### src/rtl/sifh_zoom_controller.sv
// Two-pass coarse/fine ("zoom") histogram sequencer for the dTOF pixel back end.
// Pass 1 accumulates a coarse histogram and finds its peak bin. The fine TDC
// window is centred in that bin, and pass 2 accumulates and scans the fine histogram.
// Every output is a register loaded from the next-state decode, so each output
// follows the state the FSM is currently in.
// Handshake: start is sampled only in IDLE. hist_clr is a one-cycle request that
// is answered by a one-cycle hist_clr_done. hist_rd_data is consumed exactly one
// cycle after each hist_rd_en strobe, and there is no backpressure.
module sifh_zoom_controller #(
  parameter int NP       = 10,
  parameter int NB       = 4,
  parameter int CW       = 16,
  parameter int N_COARSE = 4,
  parameter int N_FINE   = 4
) (
  input  logic          clk,
  input  logic          rst,
  input  logic          start,
  input  logic          abort,
  input  logic          frame_tick,
  output logic          hist_clr,
  input  logic          hist_clr_done,
  output logic          hist_en,
  output logic          fine_mode,
  output logic [NP-1:0] win_lo,
  output logic [NP-1:0] win_hi,
  output logic          hist_rd_en,
  output logic [NB-1:0] hist_rd_addr,
  input  logic [CW-1:0] hist_rd_data,
  output logic [NB-1:0] peak_bin,
  output logic [CW-1:0] peak_cnt,
  output logic [NP-1:0] tof,
  output logic          tof_valid,
  output logic          no_target,
  output logic          done,
  output logic          busy,
  output logic [3:0]    dbg_state
);

  localparam int NBINS = 1 << NB;
  localparam int NMAX  = (N_COARSE > N_FINE) ? N_COARSE : N_FINE;
  localparam int FW    = $clog2(NMAX + 1);

  localparam logic [NB:0]   SCAN_LAST   = (NB+1)'(NBINS);
  localparam logic [FW-1:0] LAST_C      = FW'(N_COARSE - 1);
  localparam logic [FW-1:0] LAST_F      = FW'(N_FINE - 1);
  localparam logic [NP-1:0] HALF_COARSE = NP'(1 << (NP - NB - 1));
  localparam logic [NP-1:0] HALF_FINE   = NP'(1 << (NB - 1));
  localparam logic [NP-1:0] FINE_SPAN   = NP'(NBINS - 1);

  typedef enum logic [3:0] {
    IDLE, CLR_C, ACC_C, SRCH_C, CALC, CLR_F, ACC_F, SRCH_F, FIN
  } state_t;

  state_t        state, state_n;
  logic [FW-1:0] frame_cnt, frame_cnt_n;
  logic [NB:0]   scan_cnt, scan_cnt_n;
  logic          rd_vld;
  logic [NB-1:0] rd_idx;
  logic [CW-1:0] run_max, cand_max;
  logic [NB-1:0] run_bin, cand_bin;
  logic [NP-1:0] calc_lo;
  logic          in_acc, in_srch, in_acc_n, in_srch_n, in_clr_n, rd_en_n;

  assign dbg_state = state;

  // Next-state, counter and running-max decode.
  always_comb begin
    state_n     = state;
    frame_cnt_n = '0;
    scan_cnt_n  = '0;
    cand_max    = run_max;
    cand_bin    = run_bin;
    calc_lo     = (NP'(peak_bin) << (NP - NB)) + HALF_COARSE - HALF_FINE;
    in_acc      = (state == ACC_C) || (state == ACC_F);
    in_srch     = (state == SRCH_C) || (state == SRCH_F);

    if (rd_vld && (hist_rd_data > run_max)) begin
      cand_max = hist_rd_data;
      cand_bin = rd_idx;
    end

    case (state)
      IDLE:   if (start) state_n = CLR_C;
      CLR_C:  if (hist_clr_done) state_n = ACC_C;
      ACC_C:  if (frame_tick && (frame_cnt == LAST_C)) state_n = SRCH_C;
      SRCH_C: if (scan_cnt == SCAN_LAST) state_n = CALC;
      CALC:   state_n = (peak_cnt == '0) ? FIN : CLR_F;
      CLR_F:  if (hist_clr_done) state_n = ACC_F;
      ACC_F:  if (frame_tick && (frame_cnt == LAST_F)) state_n = SRCH_F;
      SRCH_F: if (scan_cnt == SCAN_LAST) state_n = FIN;
      FIN:    state_n = IDLE;
      default: state_n = IDLE;
    endcase
    if (abort) state_n = IDLE;

    if (in_acc && (state_n == state)) frame_cnt_n = frame_cnt + FW'(frame_tick);
    if (in_srch && (state_n == state)) scan_cnt_n = scan_cnt + 1'b1;

    in_acc_n  = (state_n == ACC_C) || (state_n == ACC_F);
    in_srch_n = (state_n == SRCH_C) || (state_n == SRCH_F);
    in_clr_n  = (state_n == CLR_C) || (state_n == CLR_F);
    rd_en_n   = in_srch_n && (scan_cnt_n < SCAN_LAST);
  end

  // State, counters and registered outputs.
  always_ff @(posedge clk) begin
    if (rst) begin
      state        <= IDLE;
      frame_cnt    <= '0;
      scan_cnt     <= '0;
      rd_vld       <= 1'b0;
      rd_idx       <= '0;
      run_max      <= '0;
      run_bin      <= '0;
      hist_clr     <= 1'b0;
      hist_en      <= 1'b0;
      fine_mode    <= 1'b0;
      win_lo       <= '0;
      win_hi       <= '0;
      hist_rd_en   <= 1'b0;
      hist_rd_addr <= '0;
      peak_bin     <= '0;
      peak_cnt     <= '0;
      tof          <= '0;
      tof_valid    <= 1'b0;
      no_target    <= 1'b0;
      done         <= 1'b0;
      busy         <= 1'b0;
    end else begin
      state        <= state_n;
      frame_cnt    <= frame_cnt_n;
      scan_cnt     <= scan_cnt_n;
      rd_vld       <= hist_rd_en;
      rd_idx       <= hist_rd_addr;
      hist_clr     <= in_clr_n && (state_n != state);
      hist_en      <= in_acc_n;
      fine_mode    <= (state_n == CLR_F) || (state_n == ACC_F) || (state_n == SRCH_F);
      hist_rd_en   <= rd_en_n;
      hist_rd_addr <= rd_en_n ? scan_cnt_n[NB-1:0] : '0;
      done         <= (state_n == FIN);
      busy         <= (state_n != IDLE);

      // Running max restarts at zero on every scan entry.
      if (in_srch_n && (state_n != state)) begin
        run_max <= '0;
        run_bin <= '0;
      end else if (in_srch) begin
        run_max <= cand_max;
        run_bin <= cand_bin;
      end

      // Publish the scan result only on a normal scan exit.
      if (in_srch && (state_n == CALC || state_n == FIN)) begin
        peak_bin <= cand_bin;
        peak_cnt <= cand_max;
      end

      if (state == CALC && state_n == CLR_F) begin
        win_lo <= calc_lo;
        win_hi <= calc_lo + FINE_SPAN;
      end

      if ((state == IDLE && state_n == CLR_C) || (abort && state != IDLE)) begin
        tof       <= '0;
        tof_valid <= 1'b0;
        no_target <= 1'b0;
      end else if (state == CALC && state_n == FIN) begin
        no_target <= 1'b1;
      end else if (state == SRCH_F && state_n == FIN) begin
        tof       <= win_lo + NP'(cand_bin);
        tof_valid <= 1'b1;
      end
    end
  end

endmodule

### config.mk
export PLATFORM = sky130hd
export DESIGN_NAME = sifh_zoom_controller
export DESIGN_NICKNAME = d
export VERILOG_FILES = /design/src/rtl/sifh_zoom_controller.sv
export SDC_FILE = /design/constraint.sdc
export NUM_CORES = 1
export LEC_CHECK = 0
export CAP_MARGIN = 20
export CORE_AREA = 3 3 90 92
export DETAILED_ROUTE_END_ITERATION = 12
export DIE_AREA = 0 0 93 95
export PLACE_DENSITY = 0.84
export SYNTH_ARGS = -nofsm -noshare
export SYNTH_HDL_FRONTEND = slang
export SYNTH_SLANG_ARGS = --single-unit
### constraint.sdc
create_clock -name clk -period 7.6 [get_ports clk]
set_clock_uncertainty 0.05 [all_clocks]
set_input_delay 1.52 -clock clk [delete_from_list [all_inputs] [get_ports clk]]
set_output_delay 1.52 -clock clk [all_outputs]
set_load 0.02 [all_outputs]
==> flow_summary.toml, run 1 <==
[sta]
setup_violations = 0
fin_tns_setup_ns = 0
finalHoldViolCount = 0
period_needed_ns = 4.35
slew_headroom = 0.287
clock.fmax_ghz = 0.230
layout_worst_path_cycle_share = 0.572
grt_setup_unrepaired = "false"
slew_viol_final = 0
worst_slew_pin_slew_ns = 1.05

[logic_synthesis]
synth.distinct_cells = 53
yosysWarnings = 0
ys_async_sr_fraction = 0
avgSynthCellArea_um2 = 8.53
synthFlopType = "dfxtp_1"
syn_area_mm2 = 0.00400
yosys.area.top_type = "dfxtp_1"
synth_top_area_share = 0.420
synthTopCellsByArea = "dfxtp_1 42%, ha_1 6.9%, nor2_1 5.2%"
netlist_instances = 469
synthTopCellsByCount = "84 x dfxtp_1, 55 x nor2_1, 45 x nand2_1"
ys_seq_elements = 84
synth-edff-count = 0
ys_seq_area_frac = 0.420
yosysMostFrequentCell = "dfxtp_1"

[clock_tree]
insertion_delay_ns = 0.36
cts_root_buffer = "clkbuf_8"
cts_sinks = 84
cts_made_buffers = 9
hold_buffers = 0
clk_pin_slew_ns = 0.08
htreeDepth = 3
cts_setup_buffers = 0
clockBufferDepth = 2
cts_tree = "yes"
postCtsResizedCells = 0

[drt]
dr.pass1.iters = 5
drt_wl_total_um = 9630
detail-route-antenna-nets = 0
routed-via-count = 3622
routedWlPerCell_um = 15.3
via_per_inst = 5.74
initialDrtViolationCount = 327
drc_errors = 0

[worst_setup_path]
required_ns = 7.78
r2r_end = "peak_bin[1]"
reg2regPathDepth = 8
worst_setup_path_start_kind = "primary input"
r2r_setup_slack_ns = 4.50
worst-path-max-fanout = 39
r2r-start = "run_max[14]"
arrival_ns = 4.52
critPathCaptureType = "register"
crit_type = "in -> reg"

[pwr]
p_per_area_mw_per_mm2 = 173
peakVddDrop_v = 0.000110
p_leak_nw = 1.74

[layout]
nFillCells = 613
nNetsFinal = 572
diodes = 0
final_layout_size_suffix_gt1_frac = 0.0695
syn_to_final_growth_pct = 26.1
post-route-util = 0.692

[min_path]
whs_path_depth = 2
hold_path.class = "reg -> reg"
hp-start = "rd_idx[2]"
hold_path_end = "run_bin[2]"

[run]
maxCapViolCount = 0

[grt]
grt_pass1_vias = 3403
grt_max_degree = 46
grt_overflow = 0
grt_antenna_before_repair = 0
grt_first_pass_wirelength_um = 16000
grt_usage = 0.226

[die]
io_pins = 88
core_area_mm2 = 0.00729
die_h_um = 95
row_count = 31
die_w_um = 93
start_util = 0.549
die_area_mm2 = 0.00884

[run_status]
outcome = "complete, no violations"

[place]
gp_congestion = 0.931
post-dp-hpwl_um = 6840
io_buffers = 81
==> worst max-delay path, stage by stage <==
cell	delay, ns
clkdlybuf4s50_1	0.47
ha_1	0.35
nand4_1	0.21
a2111oi_0	0.86
o31a_1	0.29
buf_4	0.38
mux2i_1	0.32
a211oi_1	0.12
==> cell usage in the layout (no fill, tap or decap), types with 2 or more instances in the layout <==
cell             synthesis  routed
dfxtp_1                 84      84
nor3b_1                  2       2
clkbuf_8                 0       9
inv_1                   23      23
or4_1                    4       4
clkinvlp_4               0       2
a311oi_1                19      19
nor3_1                   3       3
or4_4                    2       2
nor2b_1                 11      11
nand4_1                  4       4
a21oi_1                 30      30
ha_1                    22      22
mux2i_1                 14      14
or2_2                    2       2
nor2_1                  55      55
o21ai_0                 28      28
nand2_1                 45      45
nor4_1                   6       6
nand3_1                 26      26
a211oi_1                 6       6
and2_1                   2       2
conb_1                   1       6
clkdlybuf4s50_1          0      81
buf_4                   17       5
xor2_1                   3       3
nor2_2                   3       3
a21o_1                   3       3
bufinv_16                0       3
==> metal layers <==
metal  vias to the layer above  track usage  part of all wire
met5                         -            0                 0
met4                         0       0.0879             0.020
met3                        18       0.0645             0.079
met2                       154        0.365              0.47
met1                      1700        0.285              0.43
li1                       1750            -                 -
==> area by class of cell <==
| type | instances | area (um2) | area share |
|---|---|---|---|
| clock buffer | 9 | 124 | 0.0245 |
| clock inverter | 6 | 114 | 0.0226 |
| inverter | 23 | 86.3 | 0.0171 |
| multi-input combinational | 322 | 2030 | 0.402 |
| sequential | 84 | 1680 | 0.333 |
| tap | 99 | 124 | 0.0245 |
| timing repair buffer | 88 | 887 | 0.176 |
==> metrics by stage <==
stage	total power [mW]	cells	cell area (um2)	hold slack [ns]	setup slack, ns
floorplan	0.484	474	4020	0.391	3.96
global placement	0.504	614	4770	0.402	3.02
detailed placement	0.505	615	4800	0.418	2.87
CTS	0.877	630	5030	0.438	3.23
global route	0.906	631	5050	0.453	3.02
finish	0.873	631	5050	0.437	3.25
==> how the worst max path moves through the flow <==
stage / from / endpoint / depth (start not counted)
finish: hist_rd_data[14] / peak_bin[1] / 8
global route: hist_rd_data[14] / tof[5] / 10
CTS: hist_rd_data[14] / tof[1] / 8
detailed placement: hist_rd_data[14] / tof[1] / 8
global placement: hist_rd_data[14] / tof[1] / 8
floorplan: hist_rd_data[1] / peak_cnt[10] / 8
==> power by group <==
part           switching, mW  internal (mW)
Combinational         0.0307         0.0226
Sequential           0.00165          0.441
Clock                  0.161          0.217
==> sequential cells by signal (all words and copies together), names as in the netlist, 3 cells and up <==
register,count
tof,10
dbg_state,4
rd_idx,4
scan_cnt,5
frame_cnt,3
hist_rd_addr,4
run_max,16
win_lo,5
peak_bin,4
peak_cnt,16
run_bin,4
==> cells by family (layout without fill, tap and decap cells) <==
group	after synthesis	count (layout)	share of synthesized area
buffers and inverters	68	126	0.0810
flip-flops	84	84	0.420
AND/OR/NAND/NOR	175	175	0.215
multiplexers	14	14	0.0350
XOR/XNOR	4	4	0.00875
other	1	6	0.000937
AO/OA/AOI/OAI	101	101	0.170
adder cells (fa/ha/maj)	22	22	0.0688
(Power assumes the default switching activity.)
==> inputs of run 2 (changes only) <==
--- a/config.mk
+++ b/config.mk
@@ -6,10 +6,10 @@
 export NUM_CORES = 1
 export LEC_CHECK = 0
 export CAP_MARGIN = 20
-export CORE_AREA = 3 3 90 92
+export CORE_AREA = 3 3 98 100
 export DETAILED_ROUTE_END_ITERATION = 12
-export DIE_AREA = 0 0 93 95
-export PLACE_DENSITY = 0.84
+export DIE_AREA = 0 0 101 103
+export PLACE_DENSITY = 0.75
 export SYNTH_ARGS = -nofsm -noshare
 export SYNTH_HDL_FRONTEND = slang
 export SYNTH_SLANG_ARGS = --single-unit
==> constraint.sdc (replaced) <==
create_clock -name clk -period 3.6 [get_ports clk]
set_clock_uncertainty 0.05 [all_clocks]
set_input_delay 0.72 -clock clk [delete_from_list [all_inputs] [get_ports clk]]
set_output_delay 0.72 -clock clk [all_outputs]
set_load 0.02 [all_outputs]
==> flow_summary.toml, run 2 (synthesized netlist as in run 1, its figures left out) <==
[drt]
drc_errors = 0
routedWlPerCell_um = 15.0
via_per_inst = 5.45
detail-route-antenna-nets = 0
initialDrtViolationCount = 196
drt_wl_total_um = 9690
dr.pass1.iters = 4
routed-via-count = 3534

[sta]
slew_headroom = 0.596
finalHoldViolCount = 0
slew_viol_final = 0
layout_worst_path_cycle_share = 0.867
clock.fmax_ghz = 0.320
grt_setup_unrepaired = "false"
worst_slew_pin_slew_ns = 0.604
fin_tns_setup_ns = 0
setup_slack_ns = 0.478
setup_violations = 0
period_needed_ns = 3.12
whs_ns = 0.429

[die]
die_w_um = 101
start_util = 0.457
die_area_mm2 = 0.0104
die_h_um = 103
core_area_mm2 = 0.00876
row_count = 34
io_pins = 88

[worst_setup_path]
timing.critical_path.mode_cell = "ha_1"
r2r-start = "peak_cnt[10]"
r2r_setup_slack_ns = 0.73
arrival_ns = 3.34
required_ns = 3.81
cp_slowest_cell = "a2111oi_0"
worst-path-max-fanout = 3
critPathCaptureType = "register"
r2r_end = "peak_cnt[13]"
crit_end = "tof[3]"
startpoint = "hist_rd_data[1]"
worst_setup_path_start_kind = "primary input"
cp_cell_sequence = "clkdlybuf4s50_1 -> ha_1 -> nor2b_1 -> o211ai_1 -> a2111oi_0 -> o31a_1 -> mux2i_1 -> ha_1 -> a211oi_1"
max_stage_delay_ns = 0.52
crit_type = "in -> reg"
reg2regPathDepth = 7

[grt]
grt_pass1_vias = 3305
grt_overflow = 0
grt_antenna_before_repair = 0
grt_usage = 0.189
grt_max_degree = 41
grt_first_pass_wirelength_um = 15800

[layout]
final_common_cell = "dfxtp_1"
seqCellArea_mm2 = 0.00168
syn_to_final_growth_pct = 26.5
diodes = 0
nFillCells = 787
final_cell_mix = "84 x dfxtp_1, 81 x clkdlybuf4s50_1, 55 x nor2_1"
final_layout_size_suffix_gt1_frac = 0.0815
nNetsFinal = 579
multi_input_area_mm2 = 0.00203
top_regs = "peak_cnt (16), run_max (16), tof (10)"

[clock_tree]
cts_root_buffer = "clkbuf_8"
insertion_delay_ns = 0.34
clockBufferDepth = 2
cts_made_buffers = 9
cts_tree = "yes"
postCtsResizedCells = 0
clk_pin_slew_ns = 0.08
cts_setup_buffers = 0
cts_sinks = 84
hold_buffers = 0
htreeDepth = 3

[pwr]
peakVddDrop_v = 0.000204
p_per_area_mw_per_mm2 = 339
p_leak_nw = 1.75

[min_path]
hold_path.class = "reg -> reg"
whs_path_depth = 2

[place]
gp_congestion = 0.850
pre_cts_slack_ns = 0.127
post-dp-hpwl_um = 7010
io_buffers = 81

[run_status]
outcome = "complete, no violations"

[run]
maxCapViolCount = 0
run 2: worst min-delay path by stage:
stage / start / to
6_report: rd_idx[0] / run_bin[0]
5_1_grt: hist_rd_en / rd_vld
4_1_cts: run_bin[1] / run_bin[1]
3_5_place_dp: no_target / no_target
3_3_place_gp: tof_valid / tof_valid
2_1_floorplan: scan_cnt[0] / hist_rd_addr[0]
run 2: report_power, final:
part / switching (mW) / internal (mW)
combinational: 0.0665 / 0.0496
clock: 0.326 / 0.342
sequential: 0.00361 / 0.930
total: 0.397 / 1.32
run 2: critical path: cells and delay by family:
family | cells | cell delay (ns)
AOI/OAI and AO/OA | 4 | 1.06
muxes | 1 | 0.34
adders and majority gates | 2 | 0.61
buffers and inverters | 1 | 0.46
and+or+nand+nor | 1 | 0.14
run 2: layout make-up:
class                           instances  share of cell area
Multi-Input combinational cell        322               0.401
Tap cell                              108              0.0267
Clock inverter                          5              0.0119
Timing Repair Buffer                   95               0.183
Inverter                               23              0.0171
Sequential cell                        84               0.332
Clock buffer                           11              0.0279
run 2: stage by stage:
step / util / instances / area (um2) / power, mW
after floorplan: - / 474 / 4020 / 1.02
after global placement: 0.555 / 632 / 4860 / 1.07
after detailed placement: 0.555 / 632 / 4860 / 1.07
after CTS: 0.578 / 648 / 5060 / 1.73
after global routing: 0.578 / 648 / 5060 / 1.78
final: 0.578 / 648 / 5060 / 1.72
run 2: per-layer routing:
metal	track usage	wire length [um]	up-vias
met5	0	0	-
met4	0.0593	99	0
met3	0.0352	649	10
met2	0.319	4530	109
met1	0.247	4410	1658
li1	-	-	1757
==> inputs of run 3 (changes only) <==
--- a/config.mk
+++ b/config.mk
@@ -9,7 +9,9 @@
 export CORE_AREA = 3 3 98 100
 export DETAILED_ROUTE_END_ITERATION = 12
 export DIE_AREA = 0 0 101 103
+export GPL_TIMING_DRIVEN = 0
 export PLACE_DENSITY = 0.75
+export RECOVER_POWER = 100
 export SYNTH_ARGS = -nofsm -noshare
 export SYNTH_HDL_FRONTEND = slang
 export SYNTH_SLANG_ARGS = --single-unit
==> flow_summary.toml, run 3 (synthesized netlist as in run 1, its figures left out) <==
[clock_tree]
cts_tree = "yes"
htreeDepth = 3
postCtsResizedCells = 1
hold_buffers = 0
cts_setup_buffers = 0
cts_root_buffer = "clkbuf_8"
clk_pin_slew_ns = 0.09
cts_sinks = 84
insertion_delay_ns = 0.34
clockBufferDepth = 2
cts_made_buffers = 9

[place]
gp_congestion = 0.929
post-dp-hpwl_um = 7930
placedCellCount = 662
io_buffers = 80

[sta]
grt_setup_unrepaired = "true"
setup_violations = 0
slew_viol_final = 0
fin_tns_setup_ns = 0
finalHoldViolCount = 0
layout_worst_path_cycle_share = 0.958
period_needed_ns = 3.45
slew_headroom = 0.303
clock.fmax_ghz = 0.290
worst_slew_pin_slew_ns = 1.04

[layout]
final_layout_size_suffix_gt1_frac = 0.0806
final_common_cell = "dfxtp_1"
syn_to_final_growth_pct = 28.4
nNetsFinal = 610
top_regs = "peak_cnt (16), run_max (16), tof (10)"
multi_input_area_mm2 = 0.00200
seqCellArea_mm2 = 0.00168
diodes = 0
nFillCells = 790
final_cell_mix = "84 x dfxtp_1, 61 x dlygate4sd3_1, 55 x nor2_1"
final_cells = 679

[drt]
drt_wl_total_um = 10500
routed-via-count = 3725
initialDrtViolationCount = 198
dr.pass1.iters = 5
via_per_inst = 5.49
routedWlPerCell_um = 15.5
drc_errors = 0
detail-route-antenna-nets = 0

[grt]
grt_first_pass_wirelength_um = 17000
grt_usage = 0.205
grt_antenna_before_repair = 0
grt_max_degree = 15
grt_overflow = 0
grt_pass1_vias = 3490

[worst_setup_path]
max_stage_delay_ns = 0.57
worst-path-max-fanout = 10
cp_slowest_cell = "a2111oi_2"
cp_cell_sequence = "clkdlybuf4s50_1 -> ha_1 -> nand4_1 -> a2111oi_2 -> o31a_1 -> buf_2 -> clkbuf_1 -> nand3_1 -> a21oi_1"
required_ns = 3.82
critPathCaptureType = "register"
crit_type = "in -> reg"
startpoint = "hist_rd_data[15]"
arrival_ns = 3.67
r2r-start = "peak_cnt[10]"
worst_setup_path_start_kind = "primary input"

[die]
die_h_um = 103
core_area_mm2 = 0.00876
io_pins = 88
row_count = 34
die_w_um = 101
die_area_mm2 = 0.0104
start_util = 0.457

[run]
maxCapViolCount = 0

[pwr]
p_leak_nw = 2.00
peakVddDrop_v = 0.000193
p_per_area_mw_per_mm2 = 333

[min_path]
hold_path.class = "reg -> reg"
hp-start = "tof_valid"

[run_status]
outcome = "complete, no violations"
## run 3: cell count changes in the layout (fill, tap and decap cells not counted), sizes merged
cell           previous run  this run
clkbuf                   11        37
inv                      24        23
buf                      14        19
clkinv                    2         4
dlygate4sd3               0        61
clkdlybuf4s50            81        19
## run 3: critical path: cells and delay by family
| kind | cells | cell delay, ns |
|---|---|---|
| compound gates | 3 | 1.06 |
| buf+inv | 3 | 1.15 |
| fa+ha+maj | 1 | 0.33 |
| simple gates | 2 | 0.39 |
## run 3: report_power, final
group	internal, mW	switching, mW
combinational	0.0505	0.0712
clock	0.321	0.334
sequential	0.930	0.00190
## run 3: final timing paths
path                       end  slack (ns)  cells past startpoint
setup / recovery   run_max[11]        0.15                      9
hold reg to reg      tof_valid        0.42                      2
hold / removal       tof_valid        0.42                      2
setup reg to reg  peak_cnt[14]        0.31                      6
## run 3: metrics by stage
| stage | power, mW | setup WS (ns) | hold WS [ns] | instance area [um2] | utilization |
|---|---|---|---|---|---|
| 6_report | 1.71 | 0.153 | 0.422 | 5140 | 0.586 |
| 5_1_grt | 1.77 | -0.0324 | 0.436 | 5140 | 0.586 |
| 2_1_floorplan | 1.02 | 0.757 | 0.391 | 4020 | - |
| 3_5_place_dp | 1.07 | -0.485 | 0.412 | 4960 | 0.566 |
| 3_3_place_gp | 1.07 | -0.360 | 0.404 | 4960 | 0.566 |
| 4_1_cts | 1.72 | 0.0159 | 0.427 | 5150 | 0.588 |
## run 3: layout make-up
class,count,share of cell area
Buffer,45,0.0458
Sequential cell,84,0.327
Clock inverter,6,0.0127
Timing Repair Buffer,81,0.157
Clock buffer,10,0.0248
Multi-Input combinational cell,322,0.390
Tap cell,108,0.0263
Inverter,23,0.0168
## run 3: per-layer routing
metal / global-route usage / wire length, um
met5: 0 / 0
met4: 0.0685 / 146
met3: 0.0298 / 752
met2: 0.338 / 4980
met1: 0.277 / 4660
